$ cat config.mk
export PLATFORM = sky130hd
export DESIGN_NAME = gamepad_pmod_tx
export DESIGN_NICKNAME = d
export VERILOG_FILES = /design/src/rtl/gamepad_pmod_tx_pkg.sv /design/src/rtl/gamepad_tx_phase_timer.sv /design/src/rtl/gamepad_pmod_tx.sv
export SDC_FILE = /design/constraint.sdc
export NUM_CORES = 1
export LEC_CHECK = 0
export CORE_MARGIN = 3
export CORE_UTILIZATION = 35
export CTS_CLUSTER_DIAMETER = 40
export CTS_CLUSTER_SIZE = 24
export DETAILED_ROUTE_END_ITERATION = 10
export HOLD_SLACK_MARGIN = 0.03
export PLACE_DENSITY = 0.57
export SLEW_MARGIN = 10
export SYNTH_ARGS = -nofsm -noshare
export SYNTH_HDL_FRONTEND = slang
export SYNTH_HIERARCHICAL = 1
export SYNTH_SLANG_ARGS = --single-unit
$ cat constraint.sdc
create_clock -name clk -period 2.7 [get_ports clk]
set_clock_uncertainty 0.2 [all_clocks]
set_input_delay 0.54 -clock clk [delete_from_list [all_inputs] [get_ports clk]]
set_output_delay 0.54 -clock clk [all_outputs]
set_load 0.01 [all_outputs]
$ cat src/rtl/gamepad_pmod_tx_pkg.sv
// Shared definitions for the gamepad Pmod transmitter: frame geometry,
// button bit positions, the absent-slot filler word and the FSM state type.
package gamepad_pkg;

  localparam int SLOT_BITS  = 12;
  localparam int FRAME_BITS = 24;

  // Bit positions inside one 12-bit controller word
  localparam int BTN_B      = 11;
  localparam int BTN_Y      = 10;
  localparam int BTN_SELECT = 9;
  localparam int BTN_START  = 8;
  localparam int BTN_UP     = 7;
  localparam int BTN_DOWN   = 6;
  localparam int BTN_LEFT   = 5;
  localparam int BTN_RIGHT  = 4;
  localparam int BTN_A      = 3;
  localparam int BTN_X      = 2;
  localparam int BTN_L      = 1;
  localparam int BTN_R      = 0;

  // An unpopulated slot reads all-ones; the decoder treats that as "no pad"
  localparam logic [SLOT_BITS-1:0] ABSENT_SLOT = 12'hFFF;

  typedef enum logic [2:0] {
    ST_IDLE,
    ST_LATCH,
    ST_SHIFT_LO,
    ST_SHIFT_HI,
    ST_DONE
  } tx_state_e;

  // Controller 2 occupies the upper half so it goes out first (MSB first)
  function automatic logic [FRAME_BITS-1:0] build_frame(
    input logic [SLOT_BITS-1:0] b1,
    input logic [SLOT_BITS-1:0] b2,
    input logic                 p1,
    input logic                 p2
  );
    logic [SLOT_BITS-1:0] hi;
    logic [SLOT_BITS-1:0] lo;
    hi = p2 ? b2 : ABSENT_SLOT;
    lo = p1 ? b1 : ABSENT_SLOT;
    return {hi, lo};
  endfunction

endpackage

$ cat src/rtl/gamepad_tx_phase_timer.sv
// Loadable down-counter shared by the latch, clock-low and clock-high phases.
// Loading N-1 makes tc_o assert in the N-th cycle after the load, so a phase
// that reloads on tc_o lasts exactly N cycles.
module gamepad_tx_phase_timer #(
  parameter int unsigned WIDTH = 4
) (
  input  logic             clk,
  input  logic             rst_n,
  input  logic             load_i,
  input  logic [WIDTH-1:0] load_val_i,
  output logic             tc_o
);

  logic [WIDTH-1:0] count_q;

  // Reload on request, otherwise count down and park at zero
  always_ff @(posedge clk or negedge rst_n) begin
    if (!rst_n) begin
      count_q <= '0;
    end else if (load_i) begin
      count_q <= load_val_i;
    end else if (count_q != '0) begin
      count_q <= count_q - 1'b1;
    end
  end

  assign tc_o = (count_q == '0);

endmodule

$ cat src/rtl/gamepad_pmod_tx.sv
// Transmit side of the SNES-style gamepad Pmod link (latch / clk / data).
// Snapshots two controller words on a start request and shifts them out as
// one 24-bit frame, MSB first, with the receiver sampling on pmod_clk rise.
//
// Build option: define GAMEPAD_TX_AUTO_EN to add a free-running frame timer
// that raises an internal start every FRAME_PERIOD cycles (start-to-start).
//
// state       | meaning
// ST_IDLE     | waiting for start; all strobes low
// ST_LATCH    | pmod_latch high for LATCH_CYCLES
// ST_SHIFT_LO | pmod_clk low for HALF_PERIOD, current bit on pmod_data
// ST_SHIFT_HI | pmod_clk high for HALF_PERIOD, same bit held
// ST_DONE     | one-cycle done pulse, start ignored
module gamepad_pmod_tx
  import gamepad_pkg::*;
#(
  parameter int unsigned HALF_PERIOD  = 4,
  parameter int unsigned LATCH_CYCLES = 8,
  parameter int unsigned FRAME_PERIOD = 1000
) (
  input  logic                 clk,
  input  logic                 rst_n,
  input  logic                 start,
  input  logic [SLOT_BITS-1:0] buttons1,
  input  logic [SLOT_BITS-1:0] buttons2,
  input  logic                 present1,
  input  logic                 present2,
  output logic                 pmod_latch,
  output logic                 pmod_clk,
  output logic                 pmod_data,
  output logic                 busy,
  output logic                 done
);

  localparam int unsigned PH_MAX = (HALF_PERIOD > LATCH_CYCLES) ? HALF_PERIOD : LATCH_CYCLES;
  localparam int unsigned PH_W   = (PH_MAX < 2) ? 1 : $clog2(PH_MAX);
  localparam logic [PH_W-1:0] LATCH_LOAD = PH_W'(LATCH_CYCLES - 1);
  localparam logic [PH_W-1:0] HALF_LOAD  = PH_W'(HALF_PERIOD - 1);
  localparam logic [4:0]      LAST_BIT   = 5'(FRAME_BITS - 1);

  if (HALF_PERIOD < 1 || LATCH_CYCLES < 1 || FRAME_PERIOD < 1) begin : g_bad_params
    $error("gamepad_pmod_tx: HALF_PERIOD, LATCH_CYCLES and FRAME_PERIOD must be >= 1");
  end

  tx_state_e             state_q;
  logic [FRAME_BITS-1:0] frame_q;
  logic [FRAME_BITS-1:0] frame_d;
  logic [4:0]            bit_cnt_q;
  logic                  latch_q;
  logic                  pclk_q;
  logic                  data_q;
  logic                  busy_q;
  logic                  done_q;

  logic                  start_req;
  logic                  ph_load;
  logic [PH_W-1:0]       ph_val;
  logic                  ph_tc;

  assign frame_d = build_frame(buttons1, buttons2, present1, present2);

`ifdef GAMEPAD_TX_AUTO_EN
  localparam int unsigned AUTO_W = (FRAME_PERIOD < 2) ? 1 : $clog2(FRAME_PERIOD);
  localparam logic [AUTO_W-1:0] AUTO_LAST = AUTO_W'(FRAME_PERIOD - 1);

  logic [AUTO_W-1:0] auto_cnt_q;
  logic              auto_tick;

  assign auto_tick = (auto_cnt_q == AUTO_LAST);

  // Free-running period counter; a tick that lands while busy is simply lost
  always_ff @(posedge clk or negedge rst_n) begin
    if (!rst_n) begin
      auto_cnt_q <= '0;
    end else if (auto_tick) begin
      auto_cnt_q <= '0;
    end else begin
      auto_cnt_q <= auto_cnt_q + 1'b1;
    end
  end

  assign start_req = start | auto_tick;
`else
  assign start_req = start;
`endif

  // Phase timer reload: every phase boundary restarts it with the next length
  always_comb begin
    ph_load = 1'b0;
    ph_val  = HALF_LOAD;
    case (state_q)
      ST_IDLE: begin
        if (start_req) begin
          ph_load = 1'b1;
          ph_val  = LATCH_LOAD;
        end
      end
      ST_LATCH, ST_SHIFT_LO: ph_load = ph_tc;
      ST_SHIFT_HI:           ph_load = ph_tc && (bit_cnt_q != LAST_BIT);
      default:               ph_load = 1'b0;
    endcase
  end

  gamepad_tx_phase_timer #(
    .WIDTH (PH_W)
  ) u_phase_timer (
    .clk        (clk),
    .rst_n      (rst_n),
    .load_i     (ph_load),
    .load_val_i (ph_val),
    .tc_o       (ph_tc)
  );

  // Frame sequencer with registered pin outputs and the shift register
  always_ff @(posedge clk or negedge rst_n) begin
    if (!rst_n) begin
      state_q   <= ST_IDLE;
      frame_q   <= '0;
      bit_cnt_q <= '0;
      latch_q   <= 1'b0;
      pclk_q    <= 1'b0;
      data_q    <= 1'b0;
      busy_q    <= 1'b0;
      done_q    <= 1'b0;
    end else begin
      done_q <= 1'b0;
      case (state_q)
        ST_IDLE: begin
          if (start_req) begin
            frame_q   <= frame_d;
            bit_cnt_q <= '0;
            latch_q   <= 1'b1;
            busy_q    <= 1'b1;
            state_q   <= ST_LATCH;
          end
        end
        ST_LATCH: begin
          if (ph_tc) begin
            latch_q <= 1'b0;
            data_q  <= frame_q[FRAME_BITS-1];
            frame_q <= {frame_q[FRAME_BITS-2:0], 1'b0};
            state_q <= ST_SHIFT_LO;
          end
        end
        ST_SHIFT_LO: begin
          if (ph_tc) begin
            pclk_q  <= 1'b1;
            state_q <= ST_SHIFT_HI;
          end
        end
        ST_SHIFT_HI: begin
          if (ph_tc) begin
            pclk_q <= 1'b0;
            if (bit_cnt_q == LAST_BIT) begin
              data_q  <= 1'b0;
              busy_q  <= 1'b0;
              done_q  <= 1'b1;
              state_q <= ST_DONE;
            end else begin
              bit_cnt_q <= bit_cnt_q + 1'b1;
              data_q    <= frame_q[FRAME_BITS-1];
              frame_q   <= {frame_q[FRAME_BITS-2:0], 1'b0};
              state_q   <= ST_SHIFT_LO;
            end
          end
        end
        ST_DONE: state_q <= ST_IDLE;
        default: state_q <= ST_IDLE;
      endcase
    end
  end

  assign pmod_latch = latch_q;
  assign pmod_clk   = pclk_q;
  assign pmod_data  = data_q;
  assign busy       = busy_q;
  assign done       = done_q;

endmodule

==> results.sh <==
export IMPL_syn_inst=227
export IMPL_grtUsageTotal_pct=12.8
export IMPL_grt_first_pass_wirelength_um=7480
export IMPL_synth_xor_area_share_pct=0
export IMPL_avgSynthCellArea_um2=9.13
export IMPL_synth_largest_area_cell="dfrtp_1"
export IMPL_synth_compound_area_share_pct=18.6
export IMPL_synth_cell_area_um2=2070
export IMPL_drc_errors=0
export IMPL_power_density_nw_per_um2=975
export IMPL_synth_area_mux_share_pct=2.17
export IMPL_antenna_found_initial=0
export IMPL_fmaxAchievable_mhz=422
export IMPL_cts_buffer_depth=2
export IMPL_slew_headroom_pct=40.6
export IMPL_cpMostUsedCell="inv_1"
export IMPL_drv_slew=0
export IMPL_arrival_ns=2.35
export IMPL_reg2reg_setup_slack_ns=0.33
export IMPL_top_level_ports=34
export IMPL_power_mw=2.51
export IMPL_synthSimpleGateAreaFrac_pct=23.4
export IMPL_synth_seq_area_share_pct=48.3
export IMPL_htree_num_levels=2
export IMPL_avgViaCountPerCell=5.07
export IMPL_stdcell_count=326
export IMPL_clkSinkCount=40
export IMPL_drive_gt1_share_pct=5.91
export IMPL_tns_ns=0
export IMPL_cts_setup_buffers=0
export IMPL_start_kind="flop"
export IMPL_n_fill_cell=564
export IMPL_max_stage_delay_ns=0.40
export IMPL_numCtsBuffers=5
export IMPL_first_pass_iters=4
export IMPL_num_rows=27
export IMPL_critPathMaxFanout=9
export IMPL_period_share_pct=87.8
export IMPL_ant_nets=0
export IMPL_synth_distinct_cells=35
export IMPL_clk_latency_ns=0.29
export IMPL_numPortBuffers=33
export IMPL_cts_root_buf="clkbuf_8"
export IMPL_finalHoldViolCount=0
export IMPL_layout_nets=286
export IMPL_ys_ff_latch=40
export IMPL_synth_top_family_by_area="simple AND/OR/NAND/NOR gates"
export IMPL_dpl_hpwl_um=2750
export IMPL_num_vias=1653
export IMPL_setup_viol=0
export IMPL_power_leakage_nw=1.01
export IMPL_antennaDiodeCount=0
export IMPL_critical_path_startpoint="u_phase_timer/count_q[0]"
export IMPL_placed_cells=319
export IMPL_finish_utilization_pct=45.9
export IMPL_cts_tree="built"
export IMPL_irDropWorstVdd_mv=0.471
export IMPL_clkTransAtPathRegs_ns=0.08
export IMPL_grt_pass1_vias=1604
export IMPL_end_kind="flop"
export IMPL_slowest_stage="dfrtp_1"
export IMPL_cts_hold_buf=0
export IMPL_path_cells="inv_1 -> ha_1 -> nand2b_1 -> inv_1 -> inv_1 -> a21oi_1 -> o31ai_1 -> a21oi_1 -> nor2b_1 -> a221oi_1"
export IMPL_syn2layout_area_growth_pct=24.1
export IMPL_hp_class="in2async"
export IMPL_core_um2=5610
export IMPL_regToRegStartpoint="u_phase_timer/count_q[0]"
export IMPL_initial_core_util_pct=37.0
export IMPL_dieArea_um2=6880
export IMPL_ys_warn_count=6
export IMPL_status="complete, no violations"
export IMPL_crit_required_ns=2.68
export IMPL_cap_violations=0
export IMPL_synth_fa_ha_area_share_pct=1.81
export IMPL_routabilityCongestion=0.790
export IMPL_rsz0062_at_grt="no"
export IMPL_yosys_top_cells_area="dfrtp_1 48%, nand3b_1 9.4%, o21ai_0 7.0%, a21oi_1 6.5%, nor2_1 5.8%"
export IMPL_grt_max_degree=47
export IMPL_die_h_um=83.0
export IMPL_critPathKind="reg2reg"
export IMPL_drt_iter0_markers=76
export IMPL_overflow=0
export IMPL_yosys_area_top_type_share_pct=48.3
export IMPL_wl_per_cell_um=12.9
export IMPL_cts_resized=0
export IMPL_reg2reg_depth=10
export IMPL_finalWorstPathRequiredPeriod_ns=2.37
export IMPL_worst_pin_slew_ns=0.891
export IMPL_routed_wl_um=4220
export IMPL_r2r_end="u_phase_timer/count_q[0]"
export IMPL_die_w_um=83.0
## cell families after synthesis
group / Yosys count
simple gates: 86
compound gates: 67
flops: 40
buf+inv: 26
mux: 4
fa+ha+maj: 3
other cells: 1
## Yosys cell counts
library cell,instances
nor3_1,1
o41ai_2,1
o21a_1,1
ha_1,3
nand2b_1,2
a21oi_1,27
a221oi_1,1
nor4b_1,2
a31oi_1,2
nand3_1,1
dfrtp_1,40
o21ai_0,29
or4b_1,1
a311oi_1,2
nand4_1,2
buf_2,8
buf_1,3
o31ai_1,1
nand3b_1,26
o21a_4,1
o32ai_2,1
mux2i_1,3
or3b_1,1
nor2b_1,4
and4b_1,1
o21ai_1,1
buf_6,1
clkbuf_1,5
inv_1,9
nor2_1,32
nand4b_1,2
nand2_1,10
mux2_4,1
or2b_1,1
conb_1,1
## registers in the layout, indices dropped and copies added, names as in the netlist, 3 cells and up
register,flops
u_phase_timer/count_q,3
state_q,3
bit_cnt_q,5
frame_q,24
## final cells by class
| type | instances | area, um2 | area share [%] |
|---|---|---|---|
| repair buffers | 36 | 348 | 13.5 |
| clock inverters | 2 | 60.1 | 2.33 |
| multi-input cells | 162 | 972 | 37.8 |
| well taps | 72 | 90.1 | 3.50 |
| inverters | 9 | 33.8 | 1.31 |
| clock buffers | 5 | 68.8 | 2.67 |
| flip-flops and latches | 40 | 1000 | 38.9 |
## metal layers
layer | vias up | track usage (%) | share of wire, %
li1 | 845 | - | -
met1 | 768 | 18.1 | 52
met2 | 38 | 19.2 | 43
met3 | 2 | 4.07 | 4.3
met4 | 0 | 3.12 | 0.45
met5 | - | 0 | 0
## worst max-delay path by stage
| stage | endpoint | slack [ns] | depth (start not counted) |
|---|---|---|---|
| after floorplan | u_phase_timer/count_q[0] | 0.63 | 11 |
| after global placement | bit_cnt_q[0] | 0.32 | 4 |
| after detailed placement | bit_cnt_q[0] | 0.28 | 4 |
| after CTS | u_phase_timer/count_q[0] | 0.33 | 10 |
| after global routing | u_phase_timer/count_q[0] | 0.07 | 10 |
| final | u_phase_timer/count_q[0] | 0.33 | 10 |
## where the power goes
group          total (mW)  switching, mW  internal, mW
combinational       0.932          0.512         0.419
clock               0.569          0.205         0.364
sequential           1.01          0.181         0.828
## placed cells by master (no fill, tap or decap), types with 2 or more instances in the layout
master,synthesis,layout
nand2b_1,2,2
a31oi_1,2,2
nand2_1,10,10
inv_1,9,9
bufinv_16,0,2
ha_1,3,3
a21oi_1,27,27
clkdlybuf4s50_1,0,32
conb_1,1,2
buf_4,0,3
dfrtp_1,40,40
nor2b_1,4,4
nand4b_1,2,2
nand3b_1,26,26
clkbuf_8,0,5
nand4_1,2,2
nor2_1,32,32
nor4b_1,2,2
a311oi_1,2,2
o21ai_0,29,29
mux2i_1,3,3
## worst max-delay path, delay by kind of cell (launching register included)
family | cells | cell delay [ns]
flip-flops | 1 | 0.40
buffers and inverters | 3 | 0.39
adder cells (fa/ha/maj) | 1 | 0.20
AND/OR/NAND/NOR | 2 | 0.20
AO/OA/AOI/OAI | 4 | 0.88
## per-stage QoR
| step | worst slack (ns) | cell area [um2] | hold slack [ns] |
|---|---|---|---|
| final | 0.330 | 2570 | 0.166 |
| after global routing | 0.0700 | 2570 | 0.244 |
| after CTS | 0.325 | 2570 | 0.208 |
| after detailed placement | 0.281 | 2440 | 0.276 |
| after global placement | 0.321 | 2440 | 0.270 |
| after floorplan | 0.632 | 2080 | 0.0444 |
(Power assumes the default switching activity.)
